[src/rtl/sudoku_pkg.sv]
// rtl/sudoku_pkg.sv - shared constants, state and error encodings for the sudoku frame receiver
package sudoku_pkg;

  localparam int N_CELLS = 81;
  localparam int CELL_W  = 4;
  localparam int CNT_W   = 7;

  localparam logic [7:0] CH_START  = 8'h53;
  localparam logic [7:0] CH_DIGIT0 = 8'h30;
  localparam logic [7:0] CH_DIGIT9 = 8'h39;
  localparam logic [7:0] CH_DOT    = 8'h2E;
  localparam logic [7:0] CH_SP     = 8'h20;
  localparam logic [7:0] CH_CR     = 8'h0D;
  localparam logic [7:0] CH_LF     = 8'h0A;
  localparam logic [7:0] CH_COMMA  = 8'h2C;

  typedef enum logic [1:0] {
    ST_IDLE = 2'd0,
    ST_RECV = 2'd1,
    ST_HOLD = 2'd2
  } state_t;

  typedef enum logic [1:0] {
    ERR_NONE    = 2'd0,
    ERR_BADCHAR = 2'd1,
    ERR_TIMEOUT = 2'd2,
    ERR_RESTART = 2'd3
  } err_t;

endpackage

[src/rtl/sudoku_ascii_classify.sv]
// rtl/sudoku_ascii_classify.sv - combinational decode of one received ASCII byte
module sudoku_ascii_classify
  import sudoku_pkg::*;
(
  input  logic [7:0] data,
  output logic       is_start,
  output logic       is_cell,
  output logic       is_skip,
  output logic [3:0] cell_val
);

  logic is_digit;

  assign is_digit = (data >= CH_DIGIT0) && (data <= CH_DIGIT9);
  assign is_start = (data == CH_START);
  assign is_cell  = is_digit || (data == CH_DOT);
  assign is_skip  = (data == CH_SP) || (data == CH_CR) || (data == CH_LF) || (data == CH_COMMA);
  // ASCII digits carry their value in the low nibble; '.' maps to an empty cell
  assign cell_val = is_digit ? data[3:0] : 4'd0;

endmodule

[src/rtl/sudoku_uart_board_rx.sv]
// rtl/sudoku_uart_board_rx.sv - assembles an 'S'+81-cell ASCII frame into a 9x9 board
module sudoku_uart_board_rx
  import sudoku_pkg::*;
#(
  parameter int TIMEOUT_CYCLES = 25_000_000,
  parameter int TO_W           = 25
) (
  input  logic                        clk,
  input  logic                        reset,
  input  logic [7:0]                  i_rx_data,
  input  logic                        i_rx_valid,
  output logic                        o_rx_ready,
  output logic [N_CELLS*CELL_W-1:0]   o_board,
  output logic                        o_board_valid,
  input  logic                        i_board_ready,
  output logic                        o_frame_err,
  output logic [1:0]                  o_err_code
);

  localparam logic [CNT_W-1:0] LAST_CELL = CNT_W'(N_CELLS - 1);
  localparam logic [TO_W-1:0]  TO_LAST   = TO_W'(TIMEOUT_CYCLES - 1);

  state_t            state;
  logic [CNT_W-1:0]  cnt;
  logic [TO_W-1:0]   timer;
  logic              accept;
  logic              timer_expired;
  logic              is_start;
  logic              is_cell;
  logic              is_skip;
  logic [3:0]        cell_val;

  sudoku_ascii_classify u_classify (
    .data     (i_rx_data),
    .is_start (is_start),
    .is_cell  (is_cell),
    .is_skip  (is_skip),
    .cell_val (cell_val)
  );

  assign o_rx_ready    = (state != ST_HOLD);
  assign accept        = i_rx_valid && o_rx_ready;
  assign timer_expired = (timer == TO_LAST);

  always_ff @(posedge clk) begin
    if (reset) begin
      state         <= ST_IDLE;
      cnt           <= '0;
      timer         <= '0;
      o_board       <= '0;
      o_board_valid <= 1'b0;
      o_frame_err   <= 1'b0;
      o_err_code    <= ERR_NONE;
    end else begin
      o_frame_err <= 1'b0;
      case (state)
        ST_IDLE: begin
          if (accept && is_start) begin
            state <= ST_RECV;
            cnt   <= '0;
            timer <= '0;
          end
        end
        ST_RECV: begin
          // an accepted byte always beats a timer expiring in the same cycle
          if (accept) begin
            timer <= '0;
            if (is_start) begin
              cnt         <= '0;
              o_frame_err <= 1'b1;
              o_err_code  <= ERR_RESTART;
            end else if (is_cell) begin
              o_board[cnt*CELL_W +: CELL_W] <= cell_val;
              if (cnt == LAST_CELL) begin
                state         <= ST_HOLD;
                o_board_valid <= 1'b1;
                cnt           <= '0;
              end else begin
                cnt <= cnt + 1'b1;
              end
            end else if (!is_skip) begin
              state       <= ST_IDLE;
              o_frame_err <= 1'b1;
              o_err_code  <= ERR_BADCHAR;
            end
          end else if (timer_expired) begin
            state       <= ST_IDLE;
            timer       <= '0;
            o_frame_err <= 1'b1;
            o_err_code  <= ERR_TIMEOUT;
          end else if (timer != '1) begin
            timer <= timer + 1'b1;
          end
        end
        ST_HOLD: begin
          if (i_board_ready) begin
            state         <= ST_IDLE;
            o_board_valid <= 1'b0;
          end
        end
        default: begin
          state <= ST_IDLE;
        end
      endcase
    end
  end

endmodule

[config.mk]
export PLATFORM = sky130hd
export DESIGN_NAME = sudoku_uart_board_rx
export DESIGN_NICKNAME = d
export VERILOG_FILES = /design/src/rtl/sudoku_pkg.sv /design/src/rtl/sudoku_ascii_classify.sv /design/src/rtl/sudoku_uart_board_rx.sv
export SDC_FILE = /design/constraint.sdc
export NUM_CORES = 1
export LEC_CHECK = 0
export CAP_MARGIN = 5
export CORE_ASPECT_RATIO = 1.1
export CORE_MARGIN = 4
export CORE_UTILIZATION = 45
export DETAILED_ROUTE_END_ITERATION = 10
export PLACE_DENSITY = 0.73
export SETUP_SLACK_MARGIN = 0.5
export SLEW_MARGIN = 5
export SYNTH_ARGS = -nofsm -noshare
export SYNTH_HDL_FRONTEND = slang
export SYNTH_SLANG_ARGS = --single-unit
[constraint.sdc]
create_clock -name clk -period 6.7 [get_ports clk]
set_input_delay 2.01 -clock clk [delete_from_list [all_inputs] [get_ports clk]]
set_output_delay 2.01 -clock clk [all_outputs]
set_load 0.01 [all_outputs]
==> run metrics <==
antenna violations before repair 0; # resized after CTS 0; post-synthesis xor/xnor area fraction 0.889%; post-CTS setup buffer count 0; Switch Pwr between 0.0009 and 0.001 W; largest family of logic cells by synthesized area multiplexers; Synth Register Bits around 360; Netlist Area Pre-Place ~15000 um2; crit start category input pin; first-pass GRT wire length approximately 73 mm; Async SR Flop Fraction 0%; min-delay worst type reg -> reg; Final ANT Viol Nets 0; drc violations 0; chip height 198 um; Worst Path Arrival roughly 5.7 ns; Leak 7.78 nW; Worst EP required approximately 7.2 ns; warnings from Yosys 0; routed via count around 13000; share of cells above drive strength 1 between 6 and 7%; post-synth top area cell dfxtp_1; Longest Clk Path Bufs 3; Sw Ratio between 20% and 30%; Final setup violation count 0; DR WL/cell approximately 21 um; Setup crit end kind register; most instantiated library cell after synthesis nand2_1; CP top delay family simple AND/OR/NAND/NOR gates; fmax between 150 and 200 MHz; Compound-Gate Fraction of Synth Area roughly 4.2%; Starting DRT DRC Count 818; Port Buffers 340; Initial Utilization 45.6%; GRT Total Usage between 20% and 30%; Power per Cell Area 220 nW/um2; crit path cell chain clkdlybuf4s50_1 -> or4b_1 -> o2bb2ai_2 -> nand3_1 -> nor4_2 -> mux2i_1; CTS Root Cell clkbuf_16; critical path class in -> reg; core area between 30000 and 40000 um2; die span in x between 150 and 200 um; clk sinks between 300 and 400; simple-gate share of the synthesized area 20.3%; Slew @ Worst Pin 1.21 ns; Crit Path Max Fanout 16; Final Critical Period 5.19 ns; # Max-Cap Violations 0; Cell variety after synth 59; CTS buffer count 38; Internal around 0.0034 W; Mapped Avg Cell Area ~9.5 um2; clock power share 48.9%; Max VDD drop ~0.18 mV; RSZ-0062 raised after global routing no; final hold vios 0; Comb pwr share 1.4%; Nets 1850; Mapped Nets about 1600; CTS Hold Buffers Added 0; Core Rows 69; clk_lat worst skew between 0.5 and 0.6 ns; top post-synthesis cells by count nand2_1 (368), dfxtp_1 (362), mux2i_1 (321); HPWL after detailed placement around 33 mm; Vias/cell between 5 and 6; Post-Synth Adder-Cell Area 0.339%; antenna cell count 0; largest cells by area after synthesis dfxtp_1 (49%), mux2i_1 (22%), nand2_1 (9.3%); vias in the first global route about 12000; period utilisation layout 77.5%; Hold WS between 0.4 and 0.5 ns; Initial DRT Pass Iterations 5; CTS tree done; synthesized instance count 1551; Layout area overhead 33.1%; post-synthesis mux area share 21.7%; I/O pin count between 300 and 400; Post-synth EDFFs 0; Clock Skew 0.0168 ns; Final Slew Violations 0; residual overflow from global routing 0; Largest stage delay, worst path 0.91 ns; Yosys top cell area share between 40% and 50%; status finished clean; global placer's final weighted congestion about 0.9; crit path max-delay cell type nor4_2; CTS clk-pin slew, worst paths ~0.060 ns; worst rel slew slack 19.1%; largest net degree at the start of global routing roughly 230; Buf/Inv on CP 1; H-tree levels 2; Routed Wire Length between 40 and 50 mm; TNS Setup 0 ns; fill count 2790; full die area approximately 36000 um2; ys flop type dfxtp_1; sequential share of power 49.7%; post-synthesis sequential area ratio between 40% and 50%
worst paths after layout:
check          startpoint          end  cells after the start  slack (ns)
max reg2reg        cnt[0]  o_board[78]                     10        1.78
min            o_board[0]   o_board[0]                      2        0.45
min reg2reg    o_board[0]   o_board[0]                      2        0.45
max          i_rx_data[3]  o_board[23]                      6        1.51
per-layer routing:
layer	up-vias	share of wire, %	track usage, %
li1	5926	-	-
met1	6194	41	31.8
met2	450	47	42.9
met3	91	8.1	6.98
met4	0	3.8	9.69
met5	-	0	0
sequential cells by signal (all words and copies together), names as in the netlist:
register       cells
o_board          324
o_board_valid      1
cnt                7
o_err_code         2
timer             25
state              2
o_frame_err        1
cell usage in the layout (no fill, tap or decap), drive strengths merged, types with 6 or more instances in the layout:
cell / count
a211oi: 6
a21oi: 38
and4: 18
buf: 19
clkbuf: 51
clkdlybuf4s50: 340
clkinv: 8
dfxtp: 362
inv: 14
mux2i: 321
nand2: 368
nand3: 72
nand4: 22
nor2: 30
nor3: 27
nor4: 17
o21ai: 21
o31ai: 9
or3: 23
or4: 9
xnor2: 9
xor2: 6
cell families after synthesis:
group | Yosys count
adder cells (fa/ha/maj) | 4
multiplexers | 321
AND/OR/NAND/NOR | 624
XOR/XNOR | 15
AO/OA/AOI/OAI | 97
flip-flops | 362
buffers and inverters | 128
stage by stage:
step	std cells	setup WS [ns]	total power, W	util [%]	cell area (um2)
2_1_floorplan	1551	2.59	0.00224	-	14800
4_1_cts	2286	1.62	0.00437	60.8	19700
5_1_grt	2286	1.35	0.00446	60.8	19700
3_3_place_gp	2220	1.15	0.00226	56.9	18400
6_report	2286	1.51	0.00433	60.8	19700
3_5_place_dp	2220	1.07	0.00226	56.9	18400
layout make-up:
class | count | area, um2 | share of cell area, %
clock inverters | 15 | 196 | 0.999
inverters | 12 | 52.6 | 0.267
clock buffers | 51 | 1050 | 5.34
multi-input cells | 1061 | 7030 | 35.8
repair buffers | 359 | 3560 | 18.1
flip-flops and latches | 362 | 7250 | 36.8
well taps | 426 | 533 | 2.71
power by group through the flow:
stage / clock, W / combinational [W] / sequential [W]
floorplan: 0 / 0.0000398 / 0.00220
global placement: 0 / 0.0000592 / 0.00220
detailed placement: 0 / 0.0000597 / 0.00220
CTS: 0.00216 / 0.0000598 / 0.00215
global route: 0.00224 / 0.0000653 / 0.00215
finish: 0.00212 / 0.0000601 / 0.00215
worst min-delay path: cells and delay by family, from the launching register on:
kind | cells | cell delay (ns)
AOI/OAI and AO/OA | 1 | 0.05
and+or+nand+nor | 1 | 0.05
DFF | 1 | 0.31
Note: power is estimated with default switching activity, not from simulation.
